**src/rtl/ws2812b_pkg.sv**
```systemverilog
// Shared definitions for the WS2812B single-wire LED encoder and decoder.
// Holds the state encoding, the pixel width and the 64 MHz default timings.
package ws2812b_pkg;

  typedef enum logic [1:0] {
    StIdle,
    StHigh,
    StLow,
    StLatch
  } state_e;

  localparam int unsigned BITS_PER_PIXEL   = 24;

  localparam int unsigned DEF_T0H_CYCLES   = 26;
  localparam int unsigned DEF_T1H_CYCLES   = 51;
  localparam int unsigned DEF_BIT_CYCLES   = 80;
  localparam int unsigned DEF_LATCH_CYCLES = 3200;

  // High-time split point for the receive decoder: below is a 0, above is a 1.
  localparam int unsigned DEC_T1_THRESHOLD = 38;

  function automatic int unsigned eff_bit(input int unsigned bit_cycles);
    return (bit_cycles < 2) ? 2 : bit_cycles;
  endfunction

  // Keep at least one high and one low cycle inside every bit.
  function automatic int unsigned eff_high(input int unsigned th, input int unsigned bit_eff);
    if (th < 1) begin
      return 1;
    end
    if (th > bit_eff - 1) begin
      return bit_eff - 1;
    end
    return th;
  endfunction

endpackage

```
**src/rtl/ws2812b_bit_timer.sv**
```systemverilog
// Times one NRZ bit: a high phase of th_eff cycles then a low phase filling the bit period.
// Both lengths are captured on the start strobe and held for the whole bit.
module ws2812b_bit_timer #(
  parameter int unsigned CNT_W = 16
) (
  input  logic             i_clk,
  input  logic             i_rst_n,
  input  logic             i_start,
  input  logic [CNT_W-1:0] i_th_eff,
  input  logic [CNT_W-1:0] i_bit_eff,
  output logic             o_high_phase,
  output logic             o_high_end,
  output logic             o_bit_end
);

  logic             r_run;
  logic             r_high;
  logic [CNT_W-1:0] r_cnt;
  logic [CNT_W-1:0] r_th;
  logic [CNT_W-1:0] r_tl;
  logic             w_high_end;
  logic             w_bit_end;

  assign w_high_end = r_run && r_high && (r_cnt == r_th - CNT_W'(1));
  assign w_bit_end  = r_run && !r_high && (r_cnt == r_tl - CNT_W'(1));

  always_ff @(posedge i_clk or negedge i_rst_n) begin
    if (!i_rst_n) begin
      r_run  <= 1'b0;
      r_high <= 1'b0;
      r_cnt  <= '0;
      r_th   <= '0;
      r_tl   <= '0;
    end else if (i_start) begin
      r_run  <= 1'b1;
      r_high <= 1'b1;
      r_cnt  <= '0;
      r_th   <= i_th_eff;
      r_tl   <= i_bit_eff - i_th_eff;
    end else if (r_run) begin
      if (r_high) begin
        if (w_high_end) begin
          r_high <= 1'b0;
          r_cnt  <= '0;
        end else begin
          r_cnt <= r_cnt + CNT_W'(1);
        end
      end else if (w_bit_end) begin
        r_run <= 1'b0;
        r_cnt <= '0;
      end else begin
        r_cnt <= r_cnt + CNT_W'(1);
      end
    end
  end

  always_comb begin
    o_high_phase = r_run && r_high;
    o_high_end   = w_high_end;
    o_bit_end    = w_bit_end;
  end

endmodule

```
**src/rtl/ws2812b_pulse_encoder.sv**
```systemverilog
// WS2812B transmit serializer: one-word holding buffer, MSB-first shift register and a
// latch (reset) low period appended whenever the buffer runs dry at the end of a pixel.
module ws2812b_pulse_encoder
  import ws2812b_pkg::*;
#(
  parameter int unsigned CNT_W          = 16,
  parameter int unsigned BITS_PER_PIXEL = ws2812b_pkg::BITS_PER_PIXEL
) (
  input  logic                      i_clk,
  input  logic                      i_rst_n,
  input  logic [BITS_PER_PIXEL-1:0] i_pixel_data,
  input  logic                      i_pixel_valid,
  output logic                      o_pixel_ready,
  input  logic [CNT_W-1:0]          i_t0h_cycles,
  input  logic [CNT_W-1:0]          i_t1h_cycles,
  input  logic [CNT_W-1:0]          i_bit_cycles,
  input  logic [CNT_W-1:0]          i_latch_cycles,
  output logic                      o_dout,
  output logic                      o_busy,
  output logic                      o_frame_done
);

  localparam int unsigned IDX_W = $clog2(BITS_PER_PIXEL);

  state_e                    r_state;
  state_e                    w_state_d;
  logic [BITS_PER_PIXEL-1:0] r_buf;
  logic                      r_buf_valid;
  logic                      w_buf_valid_d;
  logic [BITS_PER_PIXEL-1:0] r_shift;
  logic [BITS_PER_PIXEL-1:0] w_shift_d;
  logic [IDX_W-1:0]          r_bit_idx;
  logic [IDX_W-1:0]          w_bit_idx_d;
  logic [CNT_W-1:0]          r_latch_cnt;
  logic [CNT_W-1:0]          w_latch_cnt_d;
  logic [CNT_W-1:0]          r_latch_len;
  logic [CNT_W-1:0]          w_latch_len_d;
  logic                      r_dout;
  logic                      w_dout_d;
  logic                      r_frame_done;
  logic                      w_frame_done_d;

  logic                      w_handshake;
  logic                      w_load;
  logic                      w_start;
  logic                      w_next_msb;
  logic                      w_latch_last;
  logic [CNT_W-1:0]          w_bit_eff;
  logic [CNT_W-1:0]          w_th;
  logic [CNT_W-1:0]          w_th_eff;
  logic                      w_high_phase;
  logic                      w_high_end;
  logic                      w_bit_end;

  assign w_handshake  = i_pixel_valid && !r_buf_valid;
  assign w_latch_last = (r_latch_cnt == r_latch_len - CNT_W'(1));

  // Timing is evaluated for the bit about to start; w_next_msb selects which high time applies.
  assign w_bit_eff = CNT_W'(eff_bit(32'(i_bit_cycles)));
  assign w_th      = w_next_msb ? i_t1h_cycles : i_t0h_cycles;
  assign w_th_eff  = CNT_W'(eff_high(32'(w_th), 32'(w_bit_eff)));

  ws2812b_bit_timer #(
    .CNT_W (CNT_W)
  ) u_bit_timer (
    .i_clk        (i_clk),
    .i_rst_n      (i_rst_n),
    .i_start      (w_start),
    .i_th_eff     (w_th_eff),
    .i_bit_eff    (w_bit_eff),
    .o_high_phase (w_high_phase),
    .o_high_end   (w_high_end),
    .o_bit_end    (w_bit_end)
  );

  always_ff @(posedge i_clk or negedge i_rst_n) begin
    if (!i_rst_n) begin
      r_state <= StIdle;
    end else begin
      r_state <= w_state_d;
    end
  end

  always_comb begin
    w_state_d     = r_state;
    w_load        = 1'b0;
    w_start       = 1'b0;
    w_next_msb    = r_buf[BITS_PER_PIXEL-1];
    w_shift_d     = r_shift;
    w_bit_idx_d   = r_bit_idx;
    w_latch_cnt_d = r_latch_cnt;
    w_latch_len_d = r_latch_len;
    unique case (r_state)
      StIdle: begin
        if (r_buf_valid) begin
          w_load      = 1'b1;
          w_start     = 1'b1;
          w_shift_d   = r_buf;
          w_bit_idx_d = IDX_W'(BITS_PER_PIXEL - 1);
          w_state_d   = StHigh;
        end
      end
      StHigh: begin
        if (w_high_end) begin
          w_state_d = StLow;
        end
      end
      StLow: begin
        if (w_bit_end) begin
          if (r_bit_idx != '0) begin
            w_start     = 1'b1;
            w_next_msb  = r_shift[BITS_PER_PIXEL-2];
            w_shift_d   = r_shift << 1;
            w_bit_idx_d = r_bit_idx - IDX_W'(1);
            w_state_d   = StHigh;
          end else if (r_buf_valid) begin
            w_load      = 1'b1;
            w_start     = 1'b1;
            w_shift_d   = r_buf;
            w_bit_idx_d = IDX_W'(BITS_PER_PIXEL - 1);
            w_state_d   = StHigh;
          end else begin
            w_latch_cnt_d = '0;
            w_latch_len_d = (i_latch_cycles == '0) ? CNT_W'(1) : i_latch_cycles;
            w_state_d     = StLatch;
          end
        end
      end
      StLatch: begin
        if (w_latch_last) begin
          w_latch_cnt_d = '0;
          w_state_d     = StIdle;
        end else begin
          w_latch_cnt_d = r_latch_cnt + CNT_W'(1);
        end
      end
      default: w_state_d = StIdle;
    endcase
  end

  // Handshake and load are mutually exclusive: one needs the buffer empty, the other full.
  always_comb begin
    w_buf_valid_d = r_buf_valid;
    if (w_load) begin
      w_buf_valid_d = 1'b0;
    end
    if (w_handshake) begin
      w_buf_valid_d = 1'b1;
    end
    w_dout_d       = w_high_phase;
    w_frame_done_d = (r_state == StLatch) && w_latch_last;
    o_pixel_ready  = !r_buf_valid;
    o_busy         = (r_state != StIdle) || r_buf_valid;
    o_dout         = r_dout;
    o_frame_done   = r_frame_done;
  end

  always_ff @(posedge i_clk or negedge i_rst_n) begin
    if (!i_rst_n) begin
      r_buf        <= '0;
      r_buf_valid  <= 1'b0;
      r_shift      <= '0;
      r_bit_idx    <= '0;
      r_latch_cnt  <= '0;
      r_latch_len  <= '0;
      r_dout       <= 1'b0;
      r_frame_done <= 1'b0;
    end else begin
      if (w_handshake) begin
        r_buf <= i_pixel_data;
      end
      r_buf_valid  <= w_buf_valid_d;
      r_shift      <= w_shift_d;
      r_bit_idx    <= w_bit_idx_d;
      r_latch_cnt  <= w_latch_cnt_d;
      r_latch_len  <= w_latch_len_d;
      r_dout       <= w_dout_d;
      r_frame_done <= w_frame_done_d;
    end
  end

endmodule

```
**config.mk**
```make
export PLATFORM = sky130hd
export DESIGN_NAME = ws2812b_pulse_encoder
export DESIGN_NICKNAME = d
export VERILOG_FILES = /design/src/rtl/ws2812b_pkg.sv /design/src/rtl/ws2812b_bit_timer.sv /design/src/rtl/ws2812b_pulse_encoder.sv
export SDC_FILE = /design/constraint.sdc
export NUM_CORES = 1
export LEC_CHECK = 0
export ABC_AREA = 1
export ABC_CLOCK_PERIOD_IN_PS = 5500
export CORE_ASPECT_RATIO = 0.6
export CORE_UTILIZATION = 53
export DETAILED_ROUTE_END_ITERATION = 7
export PLACE_DENSITY = 0.85
export SETUP_SLACK_MARGIN = 0.02
export SYNTH_ARGS = -nofsm -noshare
export SYNTH_HDL_FRONTEND = slang
export SYNTH_SLANG_ARGS = --single-unit
```
**constraint.sdc**
```tcl
create_clock -name i_clk -period 5.5 [get_ports i_clk]
set_input_delay 1.1 -clock i_clk [delete_from_list [all_inputs] [get_ports i_clk]]
set_output_delay 1.1 -clock i_clk [all_outputs]
set_load 0.05 [all_outputs]
```
==> impl_metrics.env <==
export IMPL_status="finished with violations"
export IMPL_violations="negative setup slack"
export IMPL_p_comb_share_pct=62.1
export IMPL_fmax_ghz=0.161
export IMPL_finalWirelength_microns=35200
export IMPL_synth_common_cells="nand2_1 (330), dfrtp_1 (139), inv_1 (134)"
export IMPL_dr_pass1_iters=6
export IMPL_syn_area_per_cell_sq_um=7.38
export IMPL_netlist_top_cells_area="dfrtp_1 (34%), nand2_1 (12%), o21ai_0 (5.4%), xor2_1 (5.0%), nand3_1 (5.0%)"
export IMPL_antenna_cells=0
export IMPL_vias=11100
export IMPL_synth_top_area_share_pct=34.5
export IMPL_grt_overflow_total=0
export IMPL_critPathLaunchType="flip-flop"
export IMPL_path_class="flip-flop to flip-flop"
export IMPL_start_util_pct=54.9
export IMPL_fin_crit_ns=6.22
export IMPL_synth_most_common_cell="nand2_1"
export IMPL_finalInstanceArea_sq_um=13800
export IMPL_clock_path_buffers=2
export IMPL_setup_violations=12
export IMPL_async_reset_ff_share_pct=100
export IMPL_wl_per_cell_microns=18.6
export IMPL_pin_count=95
export IMPL_p_int_mw=4.04
export IMPL_fin_ws_ns=-0.724
export IMPL_num_rows=38
export IMPL_post_drt_via_cell_ratio=5.88
export IMPL_synth_main_ff_cell="dfrtp_1"
export IMPL_yosysTopAreaCell="dfrtp_1"
export IMPL_switchingPower_mw=3.51
export IMPL_required_ns=5.78
export IMPL_critical_path_endpoint_type="flip-flop"
export IMPL_clkLatencyLatePin_ns=0.43
export IMPL_hold_viol=0
export IMPL_synth_seq_area_share_pct=34.5
export IMPL_cp_slowest_cell="dfrtp_1"
export IMPL_netlist_instances=1366
export IMPL_grt_pass1_vias=10400
export IMPL_fin_util_pct=75.1
export IMPL_hpwlAfterDp_microns=22100
export IMPL_worst_pin_slew_ns=1.08
export IMPL_grt_max_degree=95
export IMPL_hold_path_class="flip-flop to flip-flop"
export IMPL_drt_antenna_violating_nets=0
export IMPL_r2r_slack_ns=-0.72
export IMPL_syn_area_sq_um=10100
export IMPL_yosys_cell_types_count=61
export IMPL_die_width_microns=180
export IMPL_fp_dieArea_sq_um=19600
export IMPL_peakVddDrop_mv=0.395
export IMPL_antenna_found_initial=1
export IMPL_cap_violations=0
export IMPL_cts_buffers=17
export IMPL_yosys_register_bits=139
export IMPL_path_clk_slew_ns=0.06
export IMPL_p_sw_share_pct=46.5
export IMPL_place_gp_congestion=0.956
export IMPL_die_h_microns=109
export IMPL_syn_num_nets=1496
export IMPL_place_area_sq_um=12400
export IMPL_cts_tree="built"
export IMPL_area_growth_synth_to_final_pct=36.7
export IMPL_port_buffers=94
export IMPL_final_nets=1768
export IMPL_grt_usage_pct=34.1
export IMPL_core_sq_um=18400
export IMPL_drive_gt1_share_pct=27.0
export IMPL_fin_crit_sh_pct=113
export IMPL_relSlewSlack_pct=27.7
export IMPL_cellPowerDensity_nw_per_um2=548
export IMPL_synth_edff_count=0
export IMPL_hold_buffers=0
export IMPL_seq_power_share_pct=23.1
export IMPL_htree_levels=4
export IMPL_grt_pass1_wl_microns=52400
export IMPL_cts_root_buf="clkbuf_16"
export IMPL_skew_ns=0.0109
export IMPL_drc=0
export IMPL_ys_warn_count=0
export IMPL_worstPathArrival_ns=6.50
export IMPL_cp_max_fo=7
export IMPL_slew_violations=0
export IMPL_slowest_delay_ns=0.42
export IMPL_rsz0062_at_grt="yes"
export IMPL_cpMostUsedCell="nand2_1"
export IMPL_initialDrtViolationCount=1471
export IMPL_cts_num_sinks=139
export IMPL_p_clk_share_pct=14.8
export IMPL_power_leakage_nw=6.50
## state kept, by name, summed over array words and instances, names as in the netlist
signal	flops
o_frame_done	1
r_shift	23
o_dout	1
r_latch_cnt	16
r_buf_valid	1
r_latch_len	16
r_bit_idx	5
u_bit_timer.r_high	1
u_bit_timer.r_tl	16
u_bit_timer.r_cnt	16
r_state	2
u_bit_timer.r_run	1
r_buf	24
u_bit_timer.r_th	16
## stage by stage
stage          TNS [ns]  power [mW]  std cells  hold WS [ns]  setup slack, ns
6_report          -5.91        7.55       1891         0.488           -0.724
4_1_cts           -1.49        6.81       1874         0.483           -0.323
3_5_place_dp     -11.98        5.47       1799         0.467            -1.29
5_1_grt           -9.10        7.99       1891         0.511            -1.01
2_1_floorplan    -0.582        4.12       1366         0.442           -0.298
3_3_place_gp      -8.39        5.31       1799         0.459            -1.03
## power by group through the flow
stage          Sequential (mW)  Clock (mW)  Combinational [mW]
5_1_grt                   1.78        1.16                5.06
6_report                  1.74        1.12                4.69
2_1_floorplan             1.60           0                2.52
3_5_place_dp              1.71           0                3.75
3_3_place_gp              1.70           0                3.60
4_1_cts                   1.71        1.12                3.98
## path summary, 6_finish.rpt
| path | depth (start not counted) | startpoint | to |
|---|---|---|---|
| max | 41 | u_bit_timer.r_tl[1] | u_bit_timer.r_tl[12] |
| max reg2reg | 41 | u_bit_timer.r_tl[1] | u_bit_timer.r_tl[12] |
| max in group asynchronous | 2 | i_rst_n | u_bit_timer.r_tl[5] |
| min reg2reg | 2 | r_latch_len[1] | r_latch_len[1] |
| min | 2 | r_latch_len[1] | r_latch_len[1] |
| min in group asynchronous | 1 | i_rst_n | r_latch_len[5] |
## layout make-up
type	instances	area, sq um
fillers	1165	4570
well taps	240	300
repair buffers	303	2530
clock inverters	12	114
flip-flops and latches	139	3480
clock buffers	20	447
inverters	141	534
multi-input cells	1036	6380
## layout by cell type (no fill, tap or decap), drive strengths merged, types with 38 or more instances in the layout
cell	count
ha	38
xor2	58
inv	143
buf	222
nor2	117
dfrtp	139
nand3	104
clkdlybuf4s50	78
nor3	40
nand2	357
o21ai	121
## cell families (layout without fill, tap and decap cells)
logic type / after synthesis / count (layout) / synth area share (%)
and+or+nand+nor: 679 / 679 / 30.6
AOI/OAI and AO/OA: 194 / 194 / 11.1
buffers and inverters: 191 / 476 / 7.42
DFF: 139 / 139 / 34.5
xor gates and xnor gates: 94 / 94 / 8.16
adders and majority gates: 39 / 39 / 4.91
muxes: 30 / 30 / 3.33
## metal layers
layer  track usage, %  routed length [microns]  up-vias
li1                 -                        -     5044
met1             47.2                    14600     5145
met2             51.3                    14900      759
met3             9.42                     4200      177
met4             12.6                     1460        2
met5                0                       13        -
## worst max-delay path, delay by kind of cell (launching register included)
family,cells,cell delay [ns]
xor+xnor,1,0.15
buf+inv,4,0.44
simple gates,19,2.34
compound gates,14,1.96
fa+ha+maj,3,0.69
flops,1,0.42
## timing repair
item,in CTS,in global routing
gates cloned,0,0
pin swaps,52,66
resized for setup,94,83
buffers inserted,43,18
endpoints found under the setup margin,12,13
Note: power is estimated with default switching activity, not from simulation.
